File: src/rtl/aes_out_serializer.sv
// ---------------------------------------------------------------------------
// aes_out_serializer
//
// Output stage for the AES-128 core. Each 128-bit ciphertext block is
// captured on the core's one-cycle aes_valid strobe into a DEPTH-entry block
// FIFO. Blocks are then sent as four 32-bit words, most significant word
// first, over a valid/ready stream.
//
// Stream handshake: a word moves on every rising edge where
// m_valid & m_ready. While m_valid=1 and m_ready=0, m_data and m_last hold.
// m_valid only drops after a transfer, or on reset.
//
// The core cannot be stalled. If a block arrives while every slot is full
// and no pop happens on the same edge, the block is dropped. The sticky
// overflow flag is then set, and the FIFO contents stay unchanged.
//
// Optional feature (macro AES_OUT_BLOCK_CNT_EN): adds a 16-bit block_cnt
// output. It counts completed blocks (pops) and wraps at 16'hFFFF.
//
// Ports:
//   clk          in   system clock, rising edge
//   rst_n        in   asynchronous active-low reset
//   aes_out_bus  in   [127:0] ciphertext, meaningful while aes_valid=1
//   aes_valid    in   core output strobe
//   m_data       out  [31:0] current output word (0 while m_valid=0)
//   m_valid      out  m_data holds a valid word
//   m_ready      in   consumer ready
//   m_last       out  current word is word 3 of its block
//   fifo_level   out  [LVL_W-1:0] occupied block slots, 0..DEPTH
//   overflow     out  sticky: a block was dropped
//   block_cnt    out  [15:0] popped blocks (only with AES_OUT_BLOCK_CNT_EN)
// ---------------------------------------------------------------------------
module aes_out_serializer #(
    parameter int DEPTH = 2,
    localparam int LVL_W = $clog2(DEPTH) + 1
) (
    input  logic             clk,
    input  logic             rst_n,
    input  logic [127:0]     aes_out_bus,
    input  logic             aes_valid,
    output logic [31:0]      m_data,
    output logic             m_valid,
    input  logic             m_ready,
    output logic             m_last,
    output logic [LVL_W-1:0] fifo_level,
`ifdef AES_OUT_BLOCK_CNT_EN
    output logic [15:0]      block_cnt,
`endif
    output logic             overflow
);

    localparam int PTR_W = (DEPTH > 1) ? $clog2(DEPTH) : 1;

    // Block storage. It has no reset: the occupancy counter gates every read.
    logic [127:0]     r_mem [DEPTH];
    logic [PTR_W-1:0] r_wr_ptr;
    logic [PTR_W-1:0] r_rd_ptr;
    logic [LVL_W-1:0] r_count;
    logic [1:0]       r_word_idx;
    logic             r_overflow;

    logic             w_full;
    logic             w_empty;
    logic             w_xfer;
    logic             w_pop;
    logic             w_push;
    logic             w_drop;
    logic [127:0]     w_head;
    logic [31:0]      w_word;

    assign w_full  = (r_count == LVL_W'(DEPTH));
    assign w_empty = (r_count == '0);
    assign w_xfer  = !w_empty && m_ready;
    assign w_pop   = w_xfer && (r_word_idx == 2'd3);
    // A pop on the same edge frees the head slot, so a push into a full FIFO
    // is still accepted when the last word of the head block leaves.
    assign w_push  = aes_valid && (!w_full || w_pop);
    assign w_drop  = aes_valid && !w_push;

    assign w_head = r_mem[r_rd_ptr];

    // The first word sent is the most significant word (AES state byte 0 first).
    always_comb begin
        w_word = 32'd0;
        case (r_word_idx)
            2'd0: w_word = w_head[127:96];
            2'd1: w_word = w_head[95:64];
            2'd2: w_word = w_head[63:32];
            2'd3: w_word = w_head[31:0];
            default: w_word = 32'd0;
        endcase
    end

    assign m_valid    = !w_empty;
    assign m_data     = w_empty ? 32'd0 : w_word;
    assign m_last     = !w_empty && (r_word_idx == 2'd3);
    assign fifo_level = r_count;
    assign overflow   = r_overflow;

    always_ff @(posedge clk) begin
        if (w_push) begin
            r_mem[r_wr_ptr] <= aes_out_bus;
        end
    end

    always_ff @(posedge clk or negedge rst_n) begin
        if (!rst_n) begin
            r_wr_ptr   <= '0;
            r_rd_ptr   <= '0;
            r_count    <= '0;
            r_word_idx <= 2'd0;
            r_overflow <= 1'b0;
        end else begin
            if (w_push) begin
                r_wr_ptr <= r_wr_ptr + PTR_W'(1);
            end
            if (w_xfer) begin
                r_word_idx <= r_word_idx + 2'd1;
            end
            if (w_pop) begin
                r_rd_ptr <= r_rd_ptr + PTR_W'(1);
            end
            if (w_push && !w_pop) begin
                r_count <= r_count + LVL_W'(1);
            end else if (w_pop && !w_push) begin
                r_count <= r_count - LVL_W'(1);
            end
            if (w_drop) begin
                r_overflow <= 1'b1;
            end
        end
    end

`ifdef AES_OUT_BLOCK_CNT_EN
    logic [15:0] r_block_cnt;

    // Only popped blocks are counted. Dropped blocks never reach the FIFO.
    always_ff @(posedge clk or negedge rst_n) begin
        if (!rst_n) begin
            r_block_cnt <= 16'd0;
        end else if (w_pop) begin
            r_block_cnt <= r_block_cnt + 16'd1;
        end
    end

    assign block_cnt = r_block_cnt;
`endif

endmodule
File: config.mk
export PLATFORM = sky130hd
export DESIGN_NAME = aes_out_serializer
export DESIGN_NICKNAME = d
export VERILOG_FILES = /design/src/rtl/aes_out_serializer.sv
export SDC_FILE = /design/constraint.sdc
export NUM_CORES = 1
export LEC_CHECK = 0
export CORE_UTILIZATION = 50
export CTS_BUF_LIST = sky130_fd_sc_hd__clkbuf_2
export DETAILED_ROUTE_END_ITERATION = 16
export PLACE_DENSITY = 0.79
export SYNTH_ARGS = -nofsm -noshare
export SYNTH_HDL_FRONTEND = slang
export SYNTH_SLANG_ARGS = --single-unit
File: constraint.sdc
create_clock -name clk -period 6.95 [get_ports clk]
set_input_delay 1.0425 -clock clk [delete_from_list [all_inputs] [get_ports clk]]
set_output_delay 1.0425 -clock clk [all_outputs]
set_load 0.005 [all_outputs]
======== After elaboration in Yosys (flattened, before gate mapping) ========
Memories as Yosys holds them, arrays and structs flattened.
Cells that the tools add are included.
storage, ports and cells
  output and inout port bits .............. 37
  memory bits (writable) .................. 256
  bits of input ports ..................... 132
  memories kept ........................... 1
  bits in registers ....................... 7
memories
  memory  depth  bits a word  read ports  clocked after memory_dff  write ports  RTL line  source
  r_mem   2      128          1           0                         1            55        logic [127:0] r_mem [DEPTH];
cells by class
  reductions and logical operators ........ 15
  add/sub/neg operators ................... 5
  eq/ne operators ......................... 4
  mux-type cells .......................... 6
operator list
  cell                                               count
  case mux 32 bit (4 select lines)                   1
  2-to-1 mux 32 bit                                  1
  logical AND 1 bit                                  7
  == test 2 bit (second input constant)              3
  adder 2 x 1 -> 2 bit (second input constant)       2
  zero test 1 bit                                    4
  zero test 2 bit                                    2
  2-to-1 mux 2 bit                                   2
  adder 1 bit (second input constant)                2
  == test 2 x 1 -> 1 bit (second input constant)     1
  2-to-1 mux 1 bit                                   2
  nonzero test 2 bit                                 1
  subtractor 2 x 1 -> 2 bit (second input constant)  1
  logical OR 1 bit                                   1

======== Depth between registers and ports, before layout ========
  depth after elaboration ................. 10
  gate-level depth with buffers ........... 8
  mapped depth without buffers ............ 7

======== Worst setup path before layout ========
Ideal clock, no wire load.
  path type ............................... input port to flip-flop
  start ................................... input m_ready
  end ..................................... memory r_mem[0][0], enable pin
  buffers on the path ..................... 0
  arrival time ............................ 7.003 ns
  path slack .............................. -0.685 ns
  required time ........................... 6.318 ns
  cell stages on the path ................. 3
  cell sequence ........................... nand2_1 -> a31oi_4 -> nor2b_1
on the way
  word-level cells in the longest chain between the ends .. 6
RTL lines
  element                                 RTL line  source
  start: declaration                      43        input logic m_ready,
  logical AND 1 bit                       73        assign w_xfer = !w_empty && m_ready;
  logical AND 1 bit                       74        assign w_pop = w_xfer && (r_word_idx == 2'd3);
  logical OR 1 bit                        77        assign w_push = aes_valid && (!w_full || w_pop);
  logical AND 1 bit                       77
  2-to-1 mux 1 bit                        101       if (w_push) begin
  2-to-1 mux 1 bit (not written as such)  102       r_mem[r_wr_ptr] <= aes_out_bus;
  end: declaration                        55
No other way between the ends.

======== Final worst setup path ========
  start ................................... register r_rd_ptr
  end ..................................... output m_data[23]
on the way
  word-level cells in the longest chain between the ends .. 3
RTL lines
  element                           RTL line  source
  start: declaration                57        logic [PTR_W-1:0] r_rd_ptr;
  start signal: assignment          121       r_rd_ptr <= r_rd_ptr + PTR_W'(1);
  memory (2 x 128 bit)              n/a
  case mux 32 bit (4 select lines)  85        case (r_word_idx)
  2-to-1 mux 32 bit                 95        assign m_data = w_empty ? 32'd0 : w_word;
  end: declaration                  41        output logic [31:0] m_data,
No other way between the ends.

==> run_results.csv <==
group,metric,value,unit
status,status,"finished, final reports clean",
min_path,hp-class,"flip-flop to flip-flop",
routing,highest_layer,"met4",
cts,cts_buffers,61,
floorplan,core,19500,um^2
sta,worst_pin_slew,1220,ps
place,place_ws,2900,ps
global_route,gr-total-overflow,0,
pwr,p_leak,4.29,nW
global_route,grt_pass1_wl,32.7,mm
cts,clock_sinks,263,
yosys,synth_cell_types,24,
place,io_buffers,168,
yosys,synth_edf_count,256,
pwr,ir_drop,0.202,mV
global_route,track_usage,0.216,
setup_path,worstPathMaxFanout,35,
floorplan,rows,51,
final_layout,stdcell_count,1092,
global_route,antenna_found_initial,1,
final_layout,multi_input_area,1930,um^2
sta,final-hold-violation-count,0,
cts,cts_hold_buf,0,
sta,hold_ws,489,ps
sta,relSlewSlack,0.186,
floorplan,dieHeight,143,um
floorplan,die_area,20600,um^2
sta,rsz0062_at_grt,"no",
yosys,synth_area_per_cell,17.1,um^2
cts,cts_tree,"built",
setup_path,r2r-start,"r_word_idx[0]$_DFFE_PN0P_",
yosys,synth_area,10000,um^2
routing,drt_iter0_drc,514,
final_layout,nNetsFinal,922,
routing,routed-wl-met2,11.1,mm
floorplan,io_pins,169,
routing,num_vias,6098,
routing,vias_per_cell,5.58,
routing,routedWlPerCell,20.0,um
routing,drc,0,
global_route,grt_start_max_net_pins,89,
cts,cts_root_buf,"clkbuf_2",
cts,cts_buffer_depth,3,
setup_path,worstPathRequired,5910,ps
final_layout,fin_util,0.636,
final_layout,drive_gt1_frac,0.134,
yosys,async_flop_share,0.0266,
yosys,yosys_warnings,0,
sta,fmax,206,MHz
yosys,synthCells,587,
cts,insertion_delay,870,ps
setup_path,arrival,3810,ps
sta,fin_setup_tns,0,ps
sta,slew_viol_final,0,
sta,setup-violations-final,0,
floorplan,die_w,143,um
pwr,powerDensity,417,nW/um^2
global_route,grt_pass1_vias,6376,
routing,wl_met1,8.41,mm
sta,fin_crit_sh,0.698,
sta,clock_skew,91.6,ps
yosys,synth.net_count,724,
routing,antenna_left,0,
cts,ctsResizeCount,0,
cts,h-tree-depth,2,
final_layout,fillerInstances,1427,
place,dp_cells,987,
yosys,ys_ff_latch,263,
min_path,hold_path.startpoint,"overflow$_DFFE_PN0P_",
cts,post_cts_buffers,0,
place,dp_hpwl,13.2,mm
routing,route.met3.wl,1.94,mm
setup_path,critPathKind,"flip-flop to primary output",
sta,finalWorstSetupSlack,2100,ps
cts,clk_pin_slew,100,ps
yosys,synth_ff_type,"edfxtp_1",
final_layout,seq_area,7860,um^2
setup_path,end_kind,"primary output",
setup_path,crit_path_start_kind,"flip-flop",
routing,firstDrtPassIters,5,
run,maxCapViolCount,0,
final_layout,area_growth,24.0,%
sta,finalCriticalPeriod,4850,ps
place,gp_congestion,0.779,
setup_path,cp-startpoint,"r_rd_ptr$_DFFE_PN0P_",
yosys,ys_seq_area_frac,0.786,
routing,wl,21.9,mm
floorplan,initial_core_util,0.513,
-- cell usage in the layout, fill, tap and decap left out, drive strengths merged --
cell type / instances
nand3: 33
edfxtp: 256
a22oi: 64
clkinv: 13
nor2b: 2
xor2: 3
clkbuf: 88
buf: 7
mux2: 1
inv: 6
nand2: 66
a32oi: 32
dfrtp: 7
a41o: 1
xnor2: 3
mux2i: 32
or2: 1
a31oi: 1
clkdlybuf4s50: 168
and2: 2
and3: 32
nor2: 2
bufinv: 1
diode: 1
ha: 5
-- path summary, 6_finish.rpt --
path,depth (start not counted),slack [ps],to
setup / recovery,4,2100,m_data[23]
hold / removal,1,490,overflow$_DFFE_PN0P_
setup reg to reg,5,3570,r_mem[1][63]$_DFFE_PP_
hold reg to reg,1,490,overflow$_DFFE_PN0P_
max in group asynchronous,1,6170,r_rd_ptr$_DFFE_PN0P_
min in group asynchronous,1,510,fifo_level[0]$_DFFE_PN0P_
-- sequential cells by signal, indices dropped and copies added, names as in the netlist --
| signal | cells |
|---|---|
| overflow | 1 |
| r_mem | 256 |
| r_word_idx | 2 |
| r_wr_ptr | 1 |
| fifo_level | 2 |
| r_rd_ptr | 1 |
-- cells in the mapped netlist (2+ instances only) --
library cell | n | area share
edfxtp_1 | 256 | 0.77
nand2_1 | 66 | 0.025
a22oi_1 | 64 | 0.048
nand3_1 | 33 | 0.017
a32oi_1 | 32 | 0.028
and3_1 | 32 | 0.020
mux2i_1 | 32 | 0.032
buf_2 | 20 | 0.010
clkbuf_1 | 11 | 0.0041
buf_6 | 7 | 0.0079
dfrtp_1 | 7 | 0.018
ha_1 | 5 | 0.0063
inv_1 | 4 | 0.0015
xnor2_1 | 3 | 0.0026
xor2_1 | 3 | 0.0026
and2_1 | 2 | 0.0012
buf_4 | 2 | 0.0015
nor2b_1 | 2 | 0.0012
-- critical path: stages, from the launching register on --
cell and delay (ps):
dfrtp_2 1120, nor2b_4 1020, nand3_1 160, and3_1 270
clkdlybuf4s50_1 450
-- cells by family (layout without fill, tap and decap cells) --
group,Yosys count,after routing,share of synthesized area
flip-flops,263,263,0.785
multiplexers,33,33,0.0335
XOR/XNOR,6,6,0.00525
AND/OR/NAND/NOR,138,138,0.0654
AO/OA/AOI/OAI,98,98,0.0791
buffers and inverters,44,283,0.0250
adder cells (fa/ha/maj),5,5,0.00625
other,0,1,0
-- layout make-up --
type / instances / share of cell area
inverter: 4 / 0.00121
sequential: 263 / 0.633
clock buffer: 88 / 0.0355
timing repair buffer: 175 / 0.140
clock inverter: 16 / 0.00796
antenna: 1 / 0.000202
multi-input combinational: 280 / 0.155
tap: 265 / 0.0267
-- metrics by stage --
step / total power, mW / instance area (um^2)
3_5_place_dp: 4.28 / 11900
2_1_floorplan: 3.46 / 10000
3_3_place_gp: 4.22 / 11900
6_report: 5.18 / 12400
4_1_cts: 5.22 / 12400
5_1_grt: 5.46 / 12400
-- where the power goes --
group | switching [mW] | internal (mW) | leakage (nW)
logic | 1.02 | 0.879 | 1.42
clock network | 0.558 | 0.379 | 0.414
registers | 0.161 | 2.18 | 2.46
total | 1.74 | 3.44 | 4.29
-- layer usage --
metal / vias to the layer above / GRT usage
met5: - / 0
met4: 0 / 0.0969
li1: 2772 / -
met3: 41 / 0.0433
met2: 316 / 0.365
met1: 2969 / 0.269
No activity file was read; power rests on OpenSTA's default activity.
